--- config.mk ---
export PLATFORM = sky130hd
export DESIGN_NAME = prog_truth_table_eval_flat
export DESIGN_NICKNAME = d
export VERILOG_FILES = /design/src/rtl/prog_truth_table_eval_if.sv /design/src/rtl/prog_truth_table_eval.sv /design/src/flat_wrapper.sv
export SDC_FILE = /design/constraint.sdc
export NUM_CORES = 1
export LEC_CHECK = 0
export CAP_MARGIN = 10
export CORE_MARGIN = 4
export CORE_UTILIZATION = 30
export DETAILED_ROUTE_END_ITERATION = 12
export GPL_ROUTABILITY_DRIVEN = 0
export HOLD_SLACK_MARGIN = 0.15
export PLACE_DENSITY = 0.52
export SYNTH_ARGS = -nofsm -noshare
export SYNTH_HDL_FRONTEND = slang
export SYNTH_SLANG_ARGS = --single-unit
--- constraint.sdc ---
create_clock -name clk -period 2.29 [get_ports clk]
set_clock_uncertainty 0.15 [all_clocks]
set_input_delay 0.458 -clock clk [delete_from_list [all_inputs] [get_ports clk]]
set_output_delay 0.458 -clock clk [all_outputs]
set_load 0.01 [all_outputs]
--- src/rtl/prog_truth_table_eval_if.sv ---
// Stream handshake bundle for the programmable truth-table gate:
// an input vector channel and a result channel.
interface prog_truth_table_eval_if #(
  parameter int N_IN = 3
);
  logic            in_valid;
  logic            in_ready;
  logic [N_IN-1:0] in_data;
  logic            out_valid;
  logic            out_ready;
  logic            out_data;
  logic [N_IN-1:0] out_idx;

  modport master (
    output in_valid, in_data, out_ready,
    input  in_ready, out_valid, out_data, out_idx
  );

  modport slave (
    input  in_valid, in_data, out_ready,
    output in_ready, out_valid, out_data, out_idx
  );
endinterface

--- src/rtl/prog_truth_table_eval.sv ---
// Runtime-loadable N-input truth-table gate with a single registered,
// handshaked output stage and a sweep mode that streams every table entry.
module prog_truth_table_eval #(
  parameter int                      N_IN     = 3,
  parameter logic [(2**N_IN)-1:0]    RESET_TT = 8'h87
) (
  input  logic                       clk,
  input  logic                       rst_n,
  prog_truth_table_eval_if.slave     bus,
  input  logic                       cfg_shift,
  input  logic                       cfg_sin,
  input  logic                       cfg_commit,
  input  logic                       sweep_start,
  output logic                       sweep_busy,
  output logic                       sweep_done,
  output logic [(2**N_IN)-1:0]       tt_active
);
  localparam int TT_W = 2**N_IN;

  typedef enum logic [1:0] {
    IDLE  = 2'd0,
    SWEEP = 2'd1,
    DONE  = 2'd2
  } state_t;

  state_t            state_r;
  logic [TT_W-1:0]   tt_active_r;
  logic [TT_W-1:0]   shadow_r;
  logic [TT_W-1:0]   pend_tt_r;
  logic              pend_r;
  logic [TT_W-1:0]   snap_tt_r;
  logic [N_IN:0]     cnt_r;
  logic              out_valid_r;
  logic              out_data_r;
  logic [N_IN-1:0]   out_idx_r;
  logic              sweep_busy_r;
  logic              sweep_done_r;

  logic              slot_free_s;
  logic              in_ready_s;
  logic              accept_s;
  logic              beat_load_s;
  logic              sweep_last_s;
  logic [TT_W-1:0]   shadow_next_s;
  logic [TT_W-1:0]   pend_tt_next_s;
  logic              pend_next_s;

  // Entry for vector v sits at bit TT_W-1-v, which is the bitwise inverse of v.
  function automatic logic tt_lookup(input logic [TT_W-1:0] tt, input logic [N_IN-1:0] v);
    tt_lookup = tt[~v];
  endfunction

  // Handshake qualifiers, next shadow value and next pending-commit value.
  always_comb begin
    slot_free_s  = !out_valid_r || bus.out_ready;
    in_ready_s   = (state_r == IDLE) && slot_free_s;
    accept_s     = in_ready_s && bus.in_valid && !sweep_start;
    // cnt_r MSB set means every sweep beat has already been loaded.
    beat_load_s  = (state_r == SWEEP) && slot_free_s && !cnt_r[N_IN];
    sweep_last_s = (state_r == SWEEP) && cnt_r[N_IN] && out_valid_r && bus.out_ready;
    if (cfg_shift) begin
      shadow_next_s = {shadow_r[TT_W-2:0], cfg_sin};
    end else begin
      shadow_next_s = shadow_r;
    end
    if (cfg_commit) begin
      pend_tt_next_s = shadow_next_s;
      pend_next_s    = 1'b1;
    end else begin
      pend_tt_next_s = pend_tt_r;
      pend_next_s    = pend_r;
    end
  end

  // Table registers, output stage and sweep FSM.
  always_ff @(posedge clk or negedge rst_n) begin
    if (!rst_n) begin
      state_r      <= IDLE;
      tt_active_r  <= RESET_TT;
      shadow_r     <= RESET_TT;
      pend_tt_r    <= RESET_TT;
      pend_r       <= 1'b0;
      snap_tt_r    <= RESET_TT;
      cnt_r        <= '0;
      out_valid_r  <= 1'b0;
      out_data_r   <= 1'b0;
      out_idx_r    <= '0;
      sweep_busy_r <= 1'b0;
      sweep_done_r <= 1'b0;
    end else begin
      shadow_r <= shadow_next_s;

      if (accept_s) begin
        out_valid_r <= 1'b1;
        out_data_r  <= tt_lookup(tt_active_r, bus.in_data);
        out_idx_r   <= bus.in_data;
      end else if (beat_load_s) begin
        out_valid_r <= 1'b1;
        out_data_r  <= tt_lookup(snap_tt_r, cnt_r[N_IN-1:0]);
        out_idx_r   <= cnt_r[N_IN-1:0];
      end else if (bus.out_ready) begin
        out_valid_r <= 1'b0;
      end

      case (state_r)
        IDLE: begin
          sweep_done_r <= 1'b0;
          if (cfg_commit) begin
            tt_active_r <= shadow_next_s;
          end
          if (sweep_start) begin
            state_r      <= SWEEP;
            sweep_busy_r <= 1'b1;
            snap_tt_r    <= tt_active_r;
            cnt_r        <= '0;
          end
        end
        SWEEP: begin
          pend_r    <= pend_next_s;
          pend_tt_r <= pend_tt_next_s;
          if (beat_load_s) begin
            cnt_r <= cnt_r + {{N_IN{1'b0}}, 1'b1};
          end
          if (sweep_last_s) begin
            state_r      <= DONE;
            sweep_busy_r <= 1'b0;
            sweep_done_r <= 1'b1;
          end
        end
        DONE: begin
          // A commit arriving in this very cycle still lands before returning to IDLE.
          if (pend_next_s) begin
            tt_active_r <= pend_tt_next_s;
          end
          pend_r       <= 1'b0;
          sweep_done_r <= 1'b0;
          state_r      <= IDLE;
        end
        default: begin
          state_r      <= IDLE;
          sweep_busy_r <= 1'b0;
          sweep_done_r <= 1'b0;
          pend_r       <= 1'b0;
        end
      endcase
    end
  end

  assign bus.in_ready  = in_ready_s;
  assign bus.out_valid = out_valid_r;
  assign bus.out_data  = out_data_r;
  assign bus.out_idx   = out_idx_r;
  assign sweep_busy    = sweep_busy_r;
  assign sweep_done    = sweep_done_r;
  assign tt_active     = tt_active_r;
endmodule

--- src/flat_wrapper.sv ---
// flat-port wrapper written by rule: the top's interface ports become plain ports
module prog_truth_table_eval_flat 
#(
  parameter int                      N_IN     = 3,
  parameter logic [(2**N_IN)-1:0]    RESET_TT = 8'h87
)
  (clk, rst_n, cfg_shift, cfg_sin, cfg_commit, sweep_start, sweep_busy, sweep_done, tt_active, bus_in_valid, bus_in_data, bus_out_ready, bus_in_ready, bus_out_valid, bus_out_data, bus_out_idx);
  prog_truth_table_eval_if #(.N_IN(N_IN)) bus_i ();
  input  logic clk;
  input  logic rst_n;
  input  logic cfg_shift;
  input  logic cfg_sin;
  input  logic cfg_commit;
  input  logic sweep_start;
  output logic sweep_busy;
  output logic sweep_done;
  output logic [(2**N_IN)-1:0] tt_active;
  input wire logic [$bits(bus_i.in_valid)-1:0] bus_in_valid;
  input wire logic [$bits(bus_i.in_data)-1:0] bus_in_data;
  input wire logic [$bits(bus_i.out_ready)-1:0] bus_out_ready;
  output wire logic [$bits(bus_i.in_ready)-1:0] bus_in_ready;
  output wire logic [$bits(bus_i.out_valid)-1:0] bus_out_valid;
  output wire logic [$bits(bus_i.out_data)-1:0] bus_out_data;
  output wire logic [$bits(bus_i.out_idx)-1:0] bus_out_idx;
  assign bus_i.in_valid = bus_in_valid;
  assign bus_i.in_data = bus_in_data;
  assign bus_i.out_ready = bus_out_ready;
  assign bus_in_ready = bus_i.in_ready;
  assign bus_out_valid = bus_i.out_valid;
  assign bus_out_data = bus_i.out_data;
  assign bus_out_idx = bus_i.out_idx;
  prog_truth_table_eval #(.N_IN(N_IN), .RESET_TT(RESET_TT)) u_core (.clk(clk), .rst_n(rst_n), .bus(bus_i), .cfg_shift(cfg_shift), .cfg_sin(cfg_sin), .cfg_commit(cfg_commit), .sweep_start(sweep_start), .sweep_busy(sweep_busy), .sweep_done(sweep_done), .tt_active(tt_active));
endmodule
# Yosys cells after proc, flatten, opt, wreduce, memory -nomap -nowiden
# Cells that the tools add are included.
# Widths: inputs -> output; s select.
# word_totals
mem_bits_rw,0
in_bits,11
latch_bits,0
rom_bits,0
n_memories,0
regBits,46
word_cells,76
# classes
shift,0
n_bitwise,3
n_eq_ne,7
multipliers,0
n_div,0
magnitude_cmp,2
muxes,29
reduce_logical,22
n_addsub,1
# ops
cell,count
$mux 8,4
$pmux 8 s2,1
$mux 1,12
$reduce_and 3->1,3
$logic_and 1x1->1,8
$lt 3x4->1 const B,2
$mux 4,2
$pmux 4 s2,1
$bmux 1 s3,2
$mux 3,2
$ne 2x1->1 const B,3
$not 3->3,2
$reduce_bool 2->1,3
$add 4x1->4 const B,1
$mux 2,2
$ne 2x2->1 const B,2
$pmux 2 s2,1
$reduce_and 2->1,2
$logic_not 1->1,3
$pmux 1 s3,1
$reduce_bool 3->1,1
$eq 2x1->1 const B,1
$eq 2x2->1 const B,1
$logic_not 2->1,1
other kinds (3),3

# Depth between registers and ports, before layout
# Gate-level depths: netlist of run 1.
# depth
depth_word,6
mapped_depth,7

# Least setup slack after synthesis of run 1
# No wires, ideal clock.
# synth_timing
kind,input port to flip-flop
start,input bus_in_data[0]
end,"register u_core.out_data_r, in the netlist u_core.bus.out_data"
path_buffers,0
slack_ns,0.582
required_ns,2.017
t_arrival_ns,1.435
path_stages,3
setup_time_ns,0.123
cell_sequence,mux4_1 > mux2_2 > o221a_1
# synth_via
elab_chain_cells,4
# synth_lines
element,line_no,rtl
from (decl),flat_wrapper.sv:19,input wire logic [$bits(bus_i.in_data)-1:0] bus_in_data;
$not 3->3,prog_truth_table_eval.sv:50,tt_lookup = tt[~v];
$bmux 1 s3,prog_truth_table_eval.sv:50,
$mux 1 (not written as such),prog_truth_table_eval.sv:50,
$mux 1,prog_truth_table_eval.sv:93,if (accept_s) begin
to (signal assigned),prog_truth_table_eval.sv:95,"out_data_r <= tt_lookup(tt_active_r, bus.in_data);"
to (signal assigned),prog_truth_table_eval.sv:99,"out_data_r <= tt_lookup(snap_tt_r, cnt_r[N_IN-1:0]);"
to (decl),prog_truth_table_eval.sv:34,logic out_data_r;
# No other way between the ends. The select of a mux whose other input is x is not followed.
# A chain may end at the register's enable or synchronous reset.

# Final worst setup path of run 1
# layout_timing
start,"register u_core.tt_active_r[0], in the netlist u_core.tt_active[0]"
end,output tt_active[0]
# layout_rtl
element,line_no,rtl
from (decl),prog_truth_table_eval.sv:27,logic [TT_W-1:0] tt_active_r;
from (signal assigned),prog_truth_table_eval.sv:109,tt_active_r <= shadow_next_s;
from (signal assigned),prog_truth_table_eval.sv:133,tt_active_r <= pend_tt_next_s;
to (decl),flat_wrapper.sv:17,output logic [(2**N_IN)-1:0] tt_active;
# No word-level cell between the ends.

==> run summary, run 1 <==
status - completed
Hold Path Depth - 2
H-tree levels - 2
die width - 91.1 microns
final setup vio count - 0
final hold vios - 0
area of the die - 8300 sq um
number of CTS-inserted buffers - 5
Cells after Synth - 204
Worst setup SP type - register
Crit. End Element - output port
CTS max path bufs - 2
commonest cells after routing, fill and taps aside - 51 x nand2_1, 30 x dfrtp_1, 24 x clkdlybuf4s50_1
crit-path cells - clkdlybuf4s50_1
Largest delay share family, worst path - flip-flops
post-route insts no fill - 317
Largest stage delay, worst path - 0.59 ns
cell area power density - 1250 nW/um^2
XOR/XNOR share of the synthesized area - 0.423%
Routed WL per cell - 13.7 microns
final worst-path cycle share - 89.0%
Netlist cell types - 33
GRT overflow - 0
share of the synthesized area in the top cell type - 36.3%
hold crit path type - register to register
largest family of logic cells by synthesized area - simple AND/OR/NAND/NOR gates
Max Freq - 0.491 GHz
root buffer cell - clkbuf_8
synth warn - 0
commonest non-fill, non-tap cell in the layout - nand2_1
core area - 6760 sq um
DR vias/cell - 4.69
synthesized area per cell - 10.2 sq um
#FFs+latches synth - 46
adder-cell share of the synthesized area - 0.604%
clock latency on the worst-skew pair - 0.29 ns
share of cells above drive strength 1 - 15.6%
critical path depth - 1
Leak - 1.17 nW
Slowest cell on crit path - dfstp_2
I/O pin count - 27
Synthesized Nets - 216
RR Startpoint - u_core.state_r[1]
Hold WS - 0.316 ns
max_cap viols - 0
main area contributors after synthesis - dfrtp_1 36%, dfstp_2 20%, nand2_1 9.2%
Clock transition at path regs - 0.09 ns
post-route ant nets - 0
register area share after synthesis - 56.6%
DR vias - 1487
clk sinks - 46
worst slew pin tran - 0.587 ns
mux cell area share after synthesis - 9.61%
RSZ-0062 raised after global routing - no
chip height - 91.1 microns
hold path startpoint - u_core.snap_tt_r[0]
Worst Path Max Fanout - 4
placed cells - 308
worst path required time - 1.68 ns
n_diodes - 0
fin. max-slew vios - 0
Worst Path Arrival - 1.43 ns
Synth Area in Compound Gates - 11.2%
reg-to-reg slack, setup - 0.54 ns
DR pass1 iterations - 4
detailed-route DRC error count - 0
largest net degree at the start of global routing - 25
first-pass GRT wire length - 7450 microns
Post-Synth Simple-Gate Area - 17.3%
vias in the first global route - 1494
DP HPWL - 3240 microns
Initial Util - 30.6%
initial antenna violation count - 0
WP buf/inv - 1
synthesized cell area - 2070 sq um
final WL - 4330 microns
Synth area leader - dfrtp_1
Area Overhead vs Synth - 24.2%
TritonCTS clock tree - yes
kind of critical path - register to output port
Global Route Usage Sum - 11.0%
row count - 30
Buffers on Ports - 26
Iter 0 DRT Violations - 54
Slew HR - 60.9%
Final Critical Period - 2.04 ns
Worst Reg2Reg Path Length in Cells - 5
crit path launch - u_core.tt_active[0]
Worst VDD drop - 0.000490 V
Layout Nets - 248
## logic make-up after synthesis
family	after synthesis
flip-flops	46
adder cells (fa/ha/maj)	1
buffers and inverters	21
AO/OA/AOI/OAI	39
AND/OR/NAND/NOR	82
XOR/XNOR	1
multiplexers	14
## worst paths after layout
path / end
min reg2reg: u_core.snap_tt_r[0]
max: tt_active[0]
max in group asynchronous: u_core.snap_tt_r[7]
min: u_core.snap_tt_r[0]
min in group asynchronous: u_core.shadow_r[6]
max reg2reg: u_core.bus.out_data
## flip-flops by register name (all words and copies together), names as in the netlist
name	flops
u_core.pend_tt_r	8
u_core.shadow_r	8
u_core.snap_tt_r	8
u_core.tt_active	8
u_core.cnt_r	4
u_core.bus.out_idx	3
u_core.state_r	2
u_core.bus.out_data	1
u_core.bus.out_valid	1
u_core.pend_r	1
u_core.sweep_busy	1
u_core.sweep_done	1
## Yosys cell counts
library cell  instances
nand2b_1              3
a41oi_1               1
clkbuf_1              5
or3_1                 1
mux2_2                1
mux4_2                2
nor3_1                2
a21oi_1               6
o221a_1               1
mux2i_1               9
o21ai_0              19
and2_1                2
ha_1                  1
nor2b_1               2
buf_2                 4
o32ai_1               1
xnor2_1               1
dfstp_2              16
nand4b_1              1
nand3_1               4
buf_4                 1
o22ai_1               4
or2_2                 1
mux4_1                2
a31oi_1               3
nor3b_2               1
inv_1                11
nor2_1               12
dfrtp_1              30
a2bb2oi_1             4
and3_1                1
nand2_1              51
nor4b_1               1
## layout make-up
class,count,area [sq um]
well taps,80,100
fillers,678,4190
inverters,11,41.3
clock inverters,2,37.5
repair buffers,35,337
multi-input cells,137,812
flip-flops and latches,46,1170
clock buffers,6,72.6
## report_power, final
| part | internal (W) | switching [W] |
|---|---|---|
| clock network | 0.000326 | 0.000267 |
| logic | 0.000590 | 0.000543 |
| registers | 0.00122 | 0.000261 |
## layer usage
layer  wire [microns]  global-route usage, %  vias to the layer above
met5                0                      0                        -
met4               23                   3.02                        0
met3              121                   2.65                        2
met2             2060                   17.5                       19
met1             2120                   15.1                      708
li1                 -                      -                      758
## through the flow
stage | setup TNS, ns | area [sq um] | total power (W) | utilization (%) | setup WS, ns
2_1_floorplan | 0 | 2070 | 0.00213 | - | 0.582
3_3_place_gp | -0.0310 | 2450 | 0.00263 | 36.3 | -0.0196
3_5_place_dp | -0.0506 | 2450 | 0.00265 | 36.3 | -0.0364
4_1_cts | 0 | 2570 | 0.00325 | 38.1 | 0.231
5_1_grt | 0 | 2570 | 0.00346 | 38.1 | 0.169
6_report | 0 | 2570 | 0.00321 | 38.1 | 0.252
## timing repair
action                                  CTS  global route
endpoints found under the setup margin    1             0
gates resized for setup                   1             0
hold buffers                              1             0
hold endpoints to repair                 15             0
buffers inserted                          0             0
Power figures use the tool's default switching activity.
==> inputs of run 2 (changes only) <==
ABC_AREA = 1   (was not set)
PLACE_DENSITY = 0.51   (was 0.52)
==> run 2 against run 1 <==
Core utilization increased by 0.17 points. Wire length rose by 4.7%. Global-route usage is 0.54 points higher. Hold slack better by 0.024 ns. Sequential share of layout area fell by 1.2 points. Sequential cell count unchanged. Synthesized area is 4.5% higher. Cell count increased by 23%. Design area grew 2.7%. Critical path type is now input pin to output port. Largest power group unchanged. Highest routed layer unchanged.
==> run summary, run 2 <==
status - completed
final worst-path cycle share - 88.3% (-0.71 points)
max_cap viols - 0 (unchanged)
initial antenna violation count - 0 (unchanged)
commonest non-fill, non-tap cell in the layout - nand2_1
die width - 92.9 microns (+2.0%)
met3 GRT Util - 3.09% (+0.44 points)
Synth area leader - dfrtp_1
Cells after Synth - 259 (+27%)
Netlist cell types - 28 (-15%)
Initial Util - 31.3% (+0.69 points)
Iter 0 DRT Violations - 63 (+17%)
Crit. End Element - output port
commonest cells after routing, fill and taps aside - 70 x nand2_1, 43 x inv_1, 35 x o21ai_0
reg-to-reg endpoint - u_core.bus.out_idx[0]
share of cells above drive strength 1 - 14.2% (-1.4 points)
number of CTS-inserted buffers - 5 (unchanged)
Worst setup SP type - input pin
Worst Path Max Fanout - 2 (-2)
TritonCTS clock tree - yes
clock latency on the worst-skew pair - 0.30 ns (about the same)
Area Overhead vs Synth - 22.0%
Final Critical Period - 2.02 ns (-0.0162 ns)
Worst Path Arrival - 1.41 ns (-0.02 ns)
worst path required time - 1.68 ns (about the same)
EDFF count, synth - 0 (unchanged)
GRT overflow - 0 (unchanged)
clk sinks - 46 (unchanged)
synthesized area per cell - 8.36 sq um (-18%)
worst slew pin tran - 0.384 ns (-0.203 ns)
most numerous cell in the Yosys netlist - nand2_1
main area contributors after synthesis - dfrtp_1 35%, dfstp_2 19%, nand2_1 12%
core area - 6910 sq um (+2.2%)
Max Freq - 0.495 GHz (+0.80%)
Post-synth ARST share - 100% (unchanged)
synth warn - 0 (unchanged)
detailed-route DRC error count - 0 (unchanged)
vias in the first global route - 1618 (+8.3%)
final hold vios - 0 (unchanged)
post-route ant nets - 0 (unchanged)
Setup WS post-layout - 0.268 ns (+0.0162 ns)
first-pass GRT wire length - 7830 microns (+5.2%)
DR vias/cell - 4.27 (-8.9%)
Worst VDD drop - 0.000353 V (-28%)
chip height - 92.9 microns (+2.0%)
Hold Path Depth - 2 (unchanged)
Routed WL per cell - 11.6 microns (-15%)
Multi-input gate area - 773 sq um (-4.8%)
Top FF cell, synth - dfrtp_1
Leak - 1.26 nW (+8.1%)
largest net degree at the start of global routing - 19 (-24%)
final WL - 4530 microns (+4.7%)
register area share after synthesis - 54.1% (-2.5 points)
hold crit path type - register to register
Fillers - 747 (+10%)
Synthesized Nets - 271 (+25%)
GRT Max-Usage Layer - met2
H-tree levels - 2 (unchanged)
Slew HR - 74.4% (+14 points)
Clock transition at path regs - 0.08 ns (about the same)
area of the die - 8640 sq um (+4.1%)
final setup vio count - 0 (unchanged)
root buffer cell - clkbuf_8
DP Worst Slack - -0.00954 ns (+0.0268 ns)
share of the synthesized area in the top cell type - 34.7% (-1.6 points)
RSZ-0062 raised after global routing - no
CTS max path bufs - 2 (unchanged)
met2 global-route usage - 17.2% (-0.26 points)
placed cells - 382 (+24%)
crit path to - bus_in_ready
Layout Nets - 306 (+23%)
synth cell count leaders - 70 x nand2_1, 43 x inv_1, 35 x o21ai_0
RR Startpoint - u_core.state_r[0]
Global Route Usage Sum - 11.6% (+0.54 points)
crit path launch - bus_out_ready
Register Area - 1170 sq um (unchanged)
kind of critical path - input pin to output port
DR vias - 1671 (+12%)
reg-to-reg slack, setup - 0.64 ns (+0.10 ns)
n_diodes - 0 (unchanged)
fin. max-slew vios - 0 (unchanged)
cell area power density - 1200 nW/um^2 (-3.5%)
I/O pin count - 27 (unchanged)
Hold WS - 0.339 ns (+0.0236 ns)
DP HPWL - 3480 microns (+7.6%)
Buffers on Ports - 26 (unchanged)
post-route insts no fill - 391 (+23%)
row count - 30 (unchanged)
grt met1 use - 16.4% (+1.2 points)
#FFs+latches synth - 46 (unchanged)
Worst Reg2Reg Path Length in Cells - 6 (+1)
DR pass1 iterations - 4 (unchanged)
synthesized cell area - 2160 sq um (+4.5%)
-- run 2: cell types whose count changed after synthesis, moves of 5 or more --
| cell | delta |
|---|---|
| nand2_1 | +19 |
| mux2i_1 | -9 |
| o21ai_1 | +5 |
| o211ai_1 | +5 |
| o21ai_0 | +16 |
| inv_1 | +32 |
| nor2_1 | +7 |
| clkbuf_1 | -5 |
| nand3_1 | +5 |
-- run 2: report_power, final --
| group | leakage, nW | internal [W] | switching, W |
|---|---|---|---|
| clock network | 0.0441 | 0.000215 | 0.000283 |
| logic | 0.691 | 0.000550 | 0.000712 |
| registers | 0.529 | 0.00121 | 0.000204 |
-- run 2: stage by stage --
step	utilization [%]	power, W	TNS, ns	cell area, sq um
2_1_floorplan	-	0.00219	0	2160
3_3_place_gp	36.8	0.00269	-0.00718	2540
3_5_place_dp	36.8	0.00272	-0.00954	2540
4_1_cts	38.2	0.00323	0	2640
5_1_grt	38.2	0.00348	0	2640
6_report	38.2	0.00317	0	2640
-- run 2: worst max-delay path, stage by stage --
cell             delay [ns]
clkdlybuf4s50_1        0.47
inv_1                  0.04
nand2_1                0.06
nand2_1                0.06
inv_1                  0.05
dlygate4sd2_1          0.26
-- run 2: what timing repair did --
| item | in CTS | in global routing |
|---|---|---|
| gates resized for setup | 1 | 0 |
| hold buffers | 1 | 0 |
| endpoints found under the setup margin | 1 | 0 |
| setup buffers | 0 | 0 |
| endpoints found under the hold margin | 10 | 0 |
-- run 2: worst min-delay path by stage --
| stage | from | end |
|---|---|---|
| 6_report | u_core.bus.out_idx[2] | u_core.bus.out_idx[2] |
| 5_1_grt | u_core.pend_tt_r[2] | u_core.pend_tt_r[2] |
| 4_1_cts | u_core.bus.out_idx[2] | u_core.bus.out_idx[2] |
| 3_5_place_dp | rst_n | u_core.tt_active[3] |
| 3_3_place_gp | rst_n | u_core.pend_tt_r[5] |
| 2_1_floorplan | rst_n | u_core.bus.out_data |
-- run 2: logic make-up after synthesis --
| group | share of synthesized area, % |
|---|---|
| AND/OR/NAND/NOR | 20.3 |
| buffers and inverters | 10.2 |
| AO/OA/AOI/OAI | 13.9 |
| multiplexers | 0.520 |
| flip-flops | 54.1 |
| XOR/XNOR | 0.405 |
| adder cells (fa/ha/maj) | 0.578 |
-- run 2: routing by layer --
layer / part of all wire, % / up-vias
met2: 45 / 22
met1: 50 / 761
met4: 1.2 / 0
met5: 0 / -
li1: - / 884
met3: 3.8 / 4
-- run 2: layout make-up --
class	count	share of cell area, %
clock buffers	5	2.61
clock inverters	3	0.806
inverters	45	6.40
multi-input cells	162	29.3
flip-flops and latches	46	44.4
well taps	96	4.55
repair buffers	34	12.0
